$ cat config.mk
export PLATFORM = sky130hd
export DESIGN_NAME = fft_bank_sched
export DESIGN_NICKNAME = d
export VERILOG_FILES = /design/src/rtl/fft_sched_pkg.sv /design/src/rtl/fft_bank_state.sv /design/src/rtl/fft_bank_sched.sv
export SDC_FILE = /design/constraint.sdc
export NUM_CORES = 1
export LEC_CHECK = 0
export BUFFER_PORTS_ARGS = -buffer_cell sky130_fd_sc_hd__buf_2
export CORE_AREA = 10 10 89 122
export CTS_CLUSTER_DIAMETER = 40
export DETAILED_ROUTE_END_ITERATION = 6
export DIE_AREA = 0 0 99 132
export PLACE_DENSITY = 0.49
export REMOVE_ABC_BUFFERS = 1
export SYNTH_ARGS = -nofsm -noshare
export SYNTH_HDL_FRONTEND = slang
export SYNTH_SLANG_ARGS = --single-unit
$ cat constraint.sdc
create_clock -name clk -period 2.2 [get_ports clk]
set_input_delay 0.44 -clock clk [delete_from_list [all_inputs] [get_ports clk]]
set_output_delay 0.44 -clock clk [all_outputs]
set_load 0.005 [all_outputs]
$ cat src/rtl/fft_sched_pkg.sv
// Shared types and size helpers for the ping-pong FFT bank scheduler.
package fft_sched_pkg;

  // Lifecycle of one sample bank.
  typedef enum logic [2:0] {
    BK_FREE,
    BK_FILL,
    BK_READY,
    BK_COMPUTE,
    BK_DRAIN
  } bank_state_t;

  // Engine sequencing: pick up a ready bank, run all butterflies, then drain it.
  typedef enum logic [1:0] {
    ENG_IDLE,
    ENG_COMPUTE,
    ENG_DRAIN
  } eng_state_t;

  // Width of the stage index sent to the address LUT (covers LOG2N up to 8).
  localparam int STAGE_W = 3;

  // Width of the completed-frame counter.
  localparam int FRAME_CNT_W = 16;

  // Number of FFT points for a given log2 size.
  function automatic int n_points(input int log2n);
    return 1 << log2n;
  endfunction

  // Butterflies per stage for a given log2 size.
  function automatic int n_bfly(input int log2n);
    return 1 << (log2n - 1);
  endfunction

endpackage

$ cat src/rtl/fft_bank_state.sv
// Per-bank lifecycle tracker: FREE -> FILL -> READY -> COMPUTE -> DRAIN -> FREE.
// Each transition fires only on the strobe that belongs to the current state,
// so stray strobes for other phases are ignored.
module fft_bank_state
  import fft_sched_pkg::*;
(
  input  logic        clk,
  input  logic        reset,
  input  logic        start_fill,
  input  logic        fill_done,
  input  logic        start_compute,
  input  logic        compute_done,
  input  logic        drain_done,
  output bank_state_t state
);

  bank_state_t state_next;

  // Choose the next lifecycle state from the strobe matching the current state.
  always_comb begin
    state_next = state;
    case (state)
      BK_FREE:    if (start_fill)    state_next = BK_FILL;
      BK_FILL:    if (fill_done)     state_next = BK_READY;
      BK_READY:   if (start_compute) state_next = BK_COMPUTE;
      BK_COMPUTE: if (compute_done)  state_next = BK_DRAIN;
      BK_DRAIN:   if (drain_done)    state_next = BK_FREE;
      default:                       state_next = BK_FREE;
    endcase
  end

  // Hold the bank state; reset abandons whatever frame the bank held.
  always_ff @(posedge clk or posedge reset) begin
    if (reset) begin
      state <= BK_FREE;
    end else begin
      state <= state_next;
    end
  end

endmodule

$ cat src/rtl/fft_bank_sched.sv
// Ping-pong bank scheduler for the FFT datapath. The loader fills one bank
// while the engine computes and drains the other; the two run independently
// and only meet through the registered per-bank states.
module fft_bank_sched
  import fft_sched_pkg::*;
#(
  parameter int LOG2N = 4  // legal range 3..6
)
(
  input  logic                   clk,
  input  logic                   reset,
  input  logic                   in_push,
  output logic                   in_stall,
  output logic                   in_we,
  output logic                   in_bank,
  output logic [LOG2N-1:0]       in_addr,
  output logic                   eng_valid,
  output logic                   eng_bank,
  output logic [STAGE_W-1:0]     eng_stage,
  output logic [LOG2N-2:0]       eng_bfly,
  output logic                   out_push,
  input  logic                   out_stall,
  output logic [LOG2N-1:0]       out_addr,
  output logic [FRAME_CNT_W-1:0] frame_cnt,
  output logic                   overrun,
  input  logic                   overrun_clr
);

  localparam int N  = n_points(LOG2N);
  localparam int NB = n_bfly(LOG2N);

  localparam logic [LOG2N-1:0]   ADDR_LAST  = LOG2N'(N - 1);
  localparam logic [LOG2N-2:0]   BFLY_LAST  = (LOG2N - 1)'(NB - 1);
  localparam logic [STAGE_W-1:0] STAGE_LAST = STAGE_W'(LOG2N - 1);

  bank_state_t bank_st [2];

  logic       ld_sel;
  logic       eng_sel;
  eng_state_t eng_state;
  eng_state_t eng_next;

  logic accept;
  logic ld_last;
  logic ready_seen;
  logic bfly_last;
  logic drain_last;
  logic xfer;

  logic eng_start;
  logic comp_done;
  logic drain_done;

  logic [1:0] start_fill_v;
  logic [1:0] fill_done_v;
  logic [1:0] start_compute_v;
  logic [1:0] compute_done_v;
  logic [1:0] drain_done_v;

  // ---------------------------------------------------------------------------
  // Loader: stalls unless its bank can still take samples.
  // ---------------------------------------------------------------------------
  assign in_bank  = ld_sel;
  assign in_stall = !((bank_st[ld_sel] == BK_FREE) || (bank_st[ld_sel] == BK_FILL));
  assign in_we    = in_push & ~in_stall;
  assign accept   = in_we;
  assign ld_last  = (in_addr == ADDR_LAST);

  // Advance the write index; the last sample of a frame hands over to the other bank.
  always_ff @(posedge clk or posedge reset) begin
    if (reset) begin
      ld_sel  <= 1'b0;
      in_addr <= '0;
    end else if (accept) begin
      if (ld_last) begin
        in_addr <= '0;
        ld_sel  <= ~ld_sel;
      end else begin
        in_addr <= in_addr + 1'b1;
      end
    end
  end

  // Sticky overrun: a rejected push sets it, and that set beats a same-cycle clear.
  always_ff @(posedge clk or posedge reset) begin
    if (reset) begin
      overrun <= 1'b0;
    end else if (in_push && in_stall) begin
      overrun <= 1'b1;
    end else if (overrun_clr) begin
      overrun <= 1'b0;
    end
  end

  // ---------------------------------------------------------------------------
  // Engine FSM. IDLE only looks at the registered bank state, so a bank that
  // turns READY at an edge is picked up one cycle later.
  // ---------------------------------------------------------------------------
  assign eng_bank   = eng_sel;
  assign ready_seen = (bank_st[eng_sel] == BK_READY);
  assign bfly_last  = (eng_stage == STAGE_LAST) && (eng_bfly == BFLY_LAST);
  assign drain_last = (out_addr == ADDR_LAST);
  // Only combinational path from out_stall: qualifies the drain transfer.
  assign xfer       = (eng_state == ENG_DRAIN) && !out_stall;

  // Register the engine state.
  always_ff @(posedge clk or posedge reset) begin
    if (reset) begin
      eng_state <= ENG_IDLE;
    end else begin
      eng_state <= eng_next;
    end
  end

  // Sequence IDLE -> COMPUTE -> DRAIN -> IDLE.
  always_comb begin
    eng_next = eng_state;
    case (eng_state)
      ENG_IDLE:    if (ready_seen)          eng_next = ENG_COMPUTE;
      ENG_COMPUTE: if (bfly_last)           eng_next = ENG_DRAIN;
      ENG_DRAIN:   if (xfer && drain_last)  eng_next = ENG_IDLE;
      default:                              eng_next = ENG_IDLE;
    endcase
  end

  // Decode engine outputs and bank event strobes from the current state.
  always_comb begin
    eng_valid  = 1'b0;
    out_push   = 1'b0;
    eng_start  = 1'b0;
    comp_done  = 1'b0;
    drain_done = 1'b0;
    case (eng_state)
      ENG_IDLE: begin
        eng_start = ready_seen;
      end
      ENG_COMPUTE: begin
        // The datapath reads and writes back in one cycle, so no bubbles.
        eng_valid = 1'b1;
        comp_done = bfly_last;
      end
      ENG_DRAIN: begin
        out_push   = 1'b1;
        drain_done = xfer && drain_last;
      end
      default: ;
    endcase
  end

  // Butterfly/stage and drain counters; they read as 0 whenever the engine is idle.
  always_ff @(posedge clk or posedge reset) begin
    if (reset) begin
      eng_sel   <= 1'b0;
      eng_stage <= '0;
      eng_bfly  <= '0;
      out_addr  <= '0;
      frame_cnt <= '0;
    end else begin
      case (eng_state)
        ENG_COMPUTE: begin
          if (eng_bfly == BFLY_LAST) begin
            eng_bfly  <= '0;
            eng_stage <= bfly_last ? '0 : eng_stage + 1'b1;
          end else begin
            eng_bfly <= eng_bfly + 1'b1;
          end
        end
        ENG_DRAIN: begin
          if (xfer) begin
            if (drain_last) begin
              out_addr  <= '0;
              eng_sel   <= ~eng_sel;
              frame_cnt <= frame_cnt + 1'b1;
            end else begin
              out_addr <= out_addr + 1'b1;
            end
          end
        end
        default: begin
          eng_stage <= '0;
          eng_bfly  <= '0;
          out_addr  <= '0;
        end
      endcase
    end
  end

  // ---------------------------------------------------------------------------
  // Two bank trackers; each strobe is steered to the bank its owner points at.
  // Loader and engine updates can land on different banks in the same cycle.
  // ---------------------------------------------------------------------------
  generate
    for (genvar gi = 0; gi < 2; gi++) begin : g_bank
      assign start_fill_v[gi]    = accept && (ld_sel == 1'(gi)) && (bank_st[gi] == BK_FREE);
      assign fill_done_v[gi]     = accept && ld_last && (ld_sel == 1'(gi));
      assign start_compute_v[gi] = eng_start  && (eng_sel == 1'(gi));
      assign compute_done_v[gi]  = comp_done  && (eng_sel == 1'(gi));
      assign drain_done_v[gi]    = drain_done && (eng_sel == 1'(gi));

      fft_bank_state u_bank (
        .clk           (clk),
        .reset         (reset),
        .start_fill    (start_fill_v[gi]),
        .fill_done     (fill_done_v[gi]),
        .start_compute (start_compute_v[gi]),
        .compute_done  (compute_done_v[gi]),
        .drain_done    (drain_done_v[gi]),
        .state         (bank_st[gi])
      );
    end
  endgenerate

endmodule

---- Word level (Yosys, flattened, before mapping) ----
Cells that the tools add are included.
Widths: inputs -> output; s select.
storage, ports and cells
  bits of input ports ..................... 5
  output and inout bits ................... 37
  register bits ........................... 41
operators by class
  add/sub/neg operators ................... 5
  bitwise logic cells ..................... 7
  eq/ne operators ......................... 31
  reductions and logical operators ........ 32
  muxes and demuxes ....................... 38
  $lt $le $gt $ge ......................... 2
operator list
  operator               count
  $mux 3                 19
  $pmux 3 s5             2
  $ne 2x1->1 const B     11
  $eq 3x2->1 const B     6
  $logic_and 1x1->1      17
  $add 16x1->16 const B  1
  $mux 4                 3
  $pmux 3 s2             2
  $reduce_and 5->1       2
  $eq 3x1->1 const B     3
  $eq 3x3->1 const B     3
  $logic_not 3->1        3
  $add 4x1->4 const B    2
  $eq 4x4->1 const B     2
  $ne 2x2->1 const B     4
  $pmux 4 s2             1
  $mux 1                 7
  $add 3x1->3 const B    2
  $mux 2                 3
  $pmux 2 s3             1
  $reduce_and 2->1       3
  $reduce_and 3->1       2
  $ge 2x2->1 const B     2
  $not 1->1              4
  8 further kinds        10

---- Logic depth before layout (Yosys ltp) ----
  word-level depth ........................ 11
  gate-level depth with buffers ........... 6

---- By module ----
From an unflattened synthesis, not the netlist that was laid out.
second synthesis, totals
  cells, all modules ...................... 199
  area, all modules ....................... 2020.7 sq um
modules (own cells, without submodules)
  module          cells each  instances  area an instance (sq um)
  fft_bank_sched  167         1          1717.9
  fft_bank_state  16          2          151.4

---- Least setup slack after synthesis ----
No wires, ideal clock.
  path type ............................... register to register
  start ................................... reg eng_bfly[0]
  end ..................................... reg g_bank[0].u_bank.state[0]
  cell stages (with the launch flop) ...... 6
  data arrival time ....................... 1.556 ns
  required time ........................... 2.096 ns
  library setup time ...................... 0.104 ns
  slack ................................... 0.540 ns
  buffers on the path ..................... 0
  cells stage by stage .................... dfrtp_1 > ha_1 > ha_1 > and4b_1 > a32o_1 > a221oi_1
between the ends
  cells in the longest elaborated chain, start to end .. 6
RTL lines
  what                        line                   text
  from (decl)                 fft_bank_sched.sv:20   output logic [LOG2N-2:0] eng_bfly,
  from (signal assigned)      fft_bank_sched.sv:165  eng_bfly <= eng_bfly + 1'b1;
  $eq 3x3->1                  fft_bank_sched.sv:101  assign bfly_last = (eng_stage == STAGE_LAST) && (eng_bfly == BFLY_LAST);
  $logic_and 1x1->1           fft_bank_sched.sv:101
  $mux 1                      fft_bank_sched.sv:133  case (eng_state)
  $logic_and 1x1->1           fft_bank_sched.sv:197  assign compute_done_v[gi] = comp_done && (eng_sel == 1'(gi));
  $ne 2x1->1 (no line)        -
  $reduce_and 5->1 (no line)  -
  to (signal assigned)        fft_bank_state.sv:37   state <= state_next;
  to (decl)                   fft_bank_state.sv:14   output bank_state_t state
No other way between the ends.
A chain may end at the register's enable or synchronous reset.

---- Worst setup path after layout ----
  start ................................... reg ld_sel, in the netlist in_bank
  end ..................................... out in_we
between the ends
  cells in the longest elaborated chain, start to end .. 7
RTL lines
  what                                            line                  text
  from (decl)                                     fft_bank_sched.sv:38  logic ld_sel;
  from (signal assigned)                          fft_bank_sched.sv:77  ld_sel <= ~ld_sel;
  $not 1->2 (implied by the code) (*)             fft_bank_sched.sv:64  assign in_stall = !((bank_st[ld_sel] == BK_FREE) || (bank_st[ld_sel] == BK_FILL));
  $mux 3 (implied by the code) (*) (3 in series)  fft_bank_sched.sv:64
  $eq 3x1->1 or $logic_not 3->1 (tied branches)   fft_bank_sched.sv:64
  $logic_or 1x1->1 (*)                            fft_bank_sched.sv:64
  $and 1x1->1 (*)                                 fft_bank_sched.sv:65  assign in_we = in_push & ~in_stall;
  to (decl)                                       fft_bank_sched.sv:14  output logic in_we,
Every way passes the cells marked *; elsewhere a longest branch is shown, timed or not. The select of a mux whose other input is x is not followed.

==> results list <==
* Worst hold slack after final layout: 0.287 ns
- The cell sitting at the root of the clock tree is a sky130_fd_sc_hd__clkbuf_16.
- Among all stages on the critical path, the largest delay is contributed by sky130_fd_sc_hd__dfrtp_1.
- Total core area: 0.00856 sq mm
- Drt first-iter violations: 89
* Combined flip-flop and latch cell area: 0.00103 sq mm
- Wire length of the first global-routing pass: 8440 microns
- Maximum Capacitance Violations: 0
* Final HPWL DP: 3750 microns
* Number of synthesized flops with an enable pin: 0
- Cell family with most CP delay: flip-flops
- The number of antenna diodes in the final layout is 0.
* Initial antenna violation count: 0
- Setup WS pre-CTS: 0.440 ns
- TritonCTS built the clock tree.
- Top cells by instance count after synthesis: sky130_fd_sc_hd__dfrtp_1, sky130_fd_sc_hd__xnor2_1, sky130_fd_sc_hd__nand2_1
- Largest fanout on the critical path: 8
* Largest stage delay, worst path: 0.45 ns
* Worst hold path class: in -> async
- Avg WL per Cell: 14.4 microns
- During synthesis, Yosys emitted a total of 0 warnings.
* Final hold violations: 0
- Final core utilization: 29.9%
- In this run the register-to-register setup slack is 0.42 ns.
* Starting density of the core: 24.6%
- The worst path in the final design needs a cycle of 1.96 ns, including I/O delays and setup.
* Most frequent cell after synthesis: sky130_fd_sc_hd__dfrtp_1
* Number of cells on the worst reg-to-reg path: 5
- Sequential elements use 48.8% of the synthesized area.
- In this run the number of H-tree levels came out at 2.
- Setup slack closes at 0.237 ns.
- Buf+Inv Stages, Crit Path: 2
- Sinks on the clock net: 41
* DRC violation count after routing: 0
- For this design the static power due to leakage is 1.21 nW.
- Area of the multi-input gates: 992 sq um
* Buffers from clock root to sink, at most: 2
- Top Ports: 42
- Largest net degree at the start of global routing: 42
- Port buffering added 41 buffers.
- Dividing the detail-routed via count by the number of cells gives 4.69.
- Synthesis-to-finish area growth: 21.7%
- The worst setup path is launched from a register.
- The final count of pins violating max slew was 0.
- The startpoint identified for the worst register-to-register timing path is eng_bfly[0].
* Overall die width: 99 microns
* Area of the mapped netlist: 0.00210 sq mm
* Floorplan die area: 0.0131 sq mm
- Traced cell by cell, the critical path runs through nor3b_2 > o21ai_1 > inv_1 > buf_2.
- At the worst endpoint, the required time is 1.76 ns.
* Vias in the first global route: 1,646
* Detailed-router iteration count before antenna repair: 4
- The number of gates resized after CTS was 0.
- For the worst-skew pair, the clock arrives at the later sink with an insertion delay of 0.28 ns.
* VDD IR-drop max: 406 uV
- Final-report setup violation count: 0
- Clock-pin slew was measured on the worst setup and hold paths at 0.06 ns.
- For this run, the total global-route usage over all layers was measured as 7.77%.
- Peak clock frequency supported by timing: 510 MHz
- The number of hold buffers added after CTS was 0.
- Post-synthesis instance total: 197
- Once the clock tree was built, the setup fixing pass inserted 0 buffers.
- Cells with a size suffix above 1 make up 25.6% of the layout.
- The count of nets left with antenna violations once routing finished came out at 0.
* Dominant cells by area after synthesis: sky130_fd_sc_hd__dfrtp_1, sky130_fd_sc_hd__xnor2_1, sky130_fd_sc_hd__ha_1, sky130_fd_sc_hd__nand4_1, sky130_fd_sc_hd__nand2_1
- Dominant cell type by area after synthesis: sky130_fd_sc_hd__dfrtp_1
- Headroom to the max-slew limit came out at 64.0%.
- Actual slew at the worst max-slew pin: 0.540 ns
- Setup repair after global routing left no endpoint under its margin.
* Pwr/cell area: 960 mW/mm^2
* Worst reg2reg endpoint: g_bank[0].u_bank.state[0]
- Fin Setup TNS: 0 ns
* Final wirelength: 5000 microns
* Result of the run: completed
* Layout Nets: 252
- The detailed router placed 1,627 vias in this run.
- The floorplan step set the die height to 132 microns.
- Primary flip-flop cell chosen by synthesis mapping: sky130_fd_sc_hd__dfrtp_1
- Fraction of post-synthesis cell area in the top cell type by area: 48.8%
- Number of placement rows: 40
- Fraction of registers with async set/reset: 100%
- Data arrives at the worst endpoint at 1.52 ns.
- CTS buffer count: 5
- In this run the mean area of a mapped cell was 10.7 sq um.
- Fillers: 897
- Number of storage elements in the synthesis netlist: 41
- Critical path start-end classification: reg -> out
* Setup clock skew after layout: 0.00532 ns
- Final period utilization: 89.2%
- Grt total ovfl: 0
- STA classifies the critical path endpoint as a primary output.
- Gpl congestion: 0.756
* Synth cell types: 52
==> per-stage QoR <==
stage                     instance area [sq um]  power, mW  instances
after floorplan                            2070       1.51        191
after global placement                     2420       1.79        339
after detailed placement                   2420       1.79        339
after CTS                                  2560       2.51        347
after global routing                       2560       2.66        347
final                                      2560       2.46        347
==> final cells by class <==
cell class / count / share of cell area [%]
Sequential cell: 41 / 40.1
Multi-Input combinational cell: 137 / 38.8
Timing Repair Buffer: 43 / 8.61
Tap cell: 105 / 5.14
Clock buffer: 6 / 5.04
Inverter: 13 / 1.91
Clock inverter: 2 / 0.391
==> cell usage in the layout (no fill, tap or decap), types with 3 or more instances in the layout <==
master	Yosys	routed
sky130_fd_sc_hd__a21oi_1	7	7
sky130_fd_sc_hd__a31oi_1	3	3
sky130_fd_sc_hd__and3_1	4	4
sky130_fd_sc_hd__buf_2	3	41
sky130_fd_sc_hd__clkbuf_16	0	5
sky130_fd_sc_hd__dfrtp_1	41	41
sky130_fd_sc_hd__ha_1	6	6
sky130_fd_sc_hd__inv_1	11	11
sky130_fd_sc_hd__mux2_2	3	3
sky130_fd_sc_hd__mux2i_1	4	4
sky130_fd_sc_hd__nand2_1	12	12
sky130_fd_sc_hd__nand2b_1	3	3
sky130_fd_sc_hd__nand3_1	7	7
sky130_fd_sc_hd__nand4_1	11	11
sky130_fd_sc_hd__nor2_1	11	11
sky130_fd_sc_hd__nor3_1	4	4
sky130_fd_sc_hd__o21ai_0	7	7
sky130_fd_sc_hd__xnor2_1	13	13
sky130_fd_sc_hd__xor2_1	5	5
==> kinds of logic after synthesis <==
| logic type | Yosys count | share of synthesized area, % |
|---|---|---|
| buffers and inverters | 19 | 3.99 |
| DFF | 41 | 48.8 |
| xor gates and xnor gates | 18 | 7.50 |
| and+or+nand+nor | 69 | 20.4 |
| AOI/OAI and AO/OA | 37 | 12.2 |
| muxes | 7 | 3.51 |
| adders and majority gates | 6 | 3.57 |
==> layer usage <==
metal	global-route usage [%]	wire length, microns	vias to the layer above
met5	0	0	-
met4	3.35	93	0
met3	1.84	180	7
met2	13.1	2550	30
met1	9.04	2170	787
li1	-	-	803
==> sequential cells by signal, indices dropped and copies added (netlist names) <==
signal / cells
frame_cnt: 16
g_bank.u_bank.state: 6
in_addr: 4
out_addr: 4
eng_bfly: 3
eng_stage: 3
eng_state: 2
eng_bank: 1
in_bank: 1
overrun: 1
==> worst reg2reg max path: cells and delay by family, from the launching register on <==
kind,cells,cell delay [ns]
AOI/OAI and AO/OA,2,0.54
adders and majority gates,2,0.48
and+or+nand+nor,1,0.25
DFF,1,0.41
==> worst max-delay path by stage <==
stage,start,to,depth (start not counted)
CTS,eng_state[0],out_push,3
finish,in_bank,in_we,4
floorplan,eng_bfly[0],g_bank[0].u_bank.state[0],5
global placement,eng_bfly[0],g_bank[0].u_bank.state[0],5
detailed placement,eng_bfly[0],g_bank[0].u_bank.state[0],5
global route,eng_state[0],out_push,3
==> report_power, final <==
group          switching (mW)  internal, mW  total, mW
Sequential              0.227         0.891       1.12
Combinational           0.328         0.312      0.640
Clock                   0.282         0.416      0.698
Power figures use the tool's default switching activity.
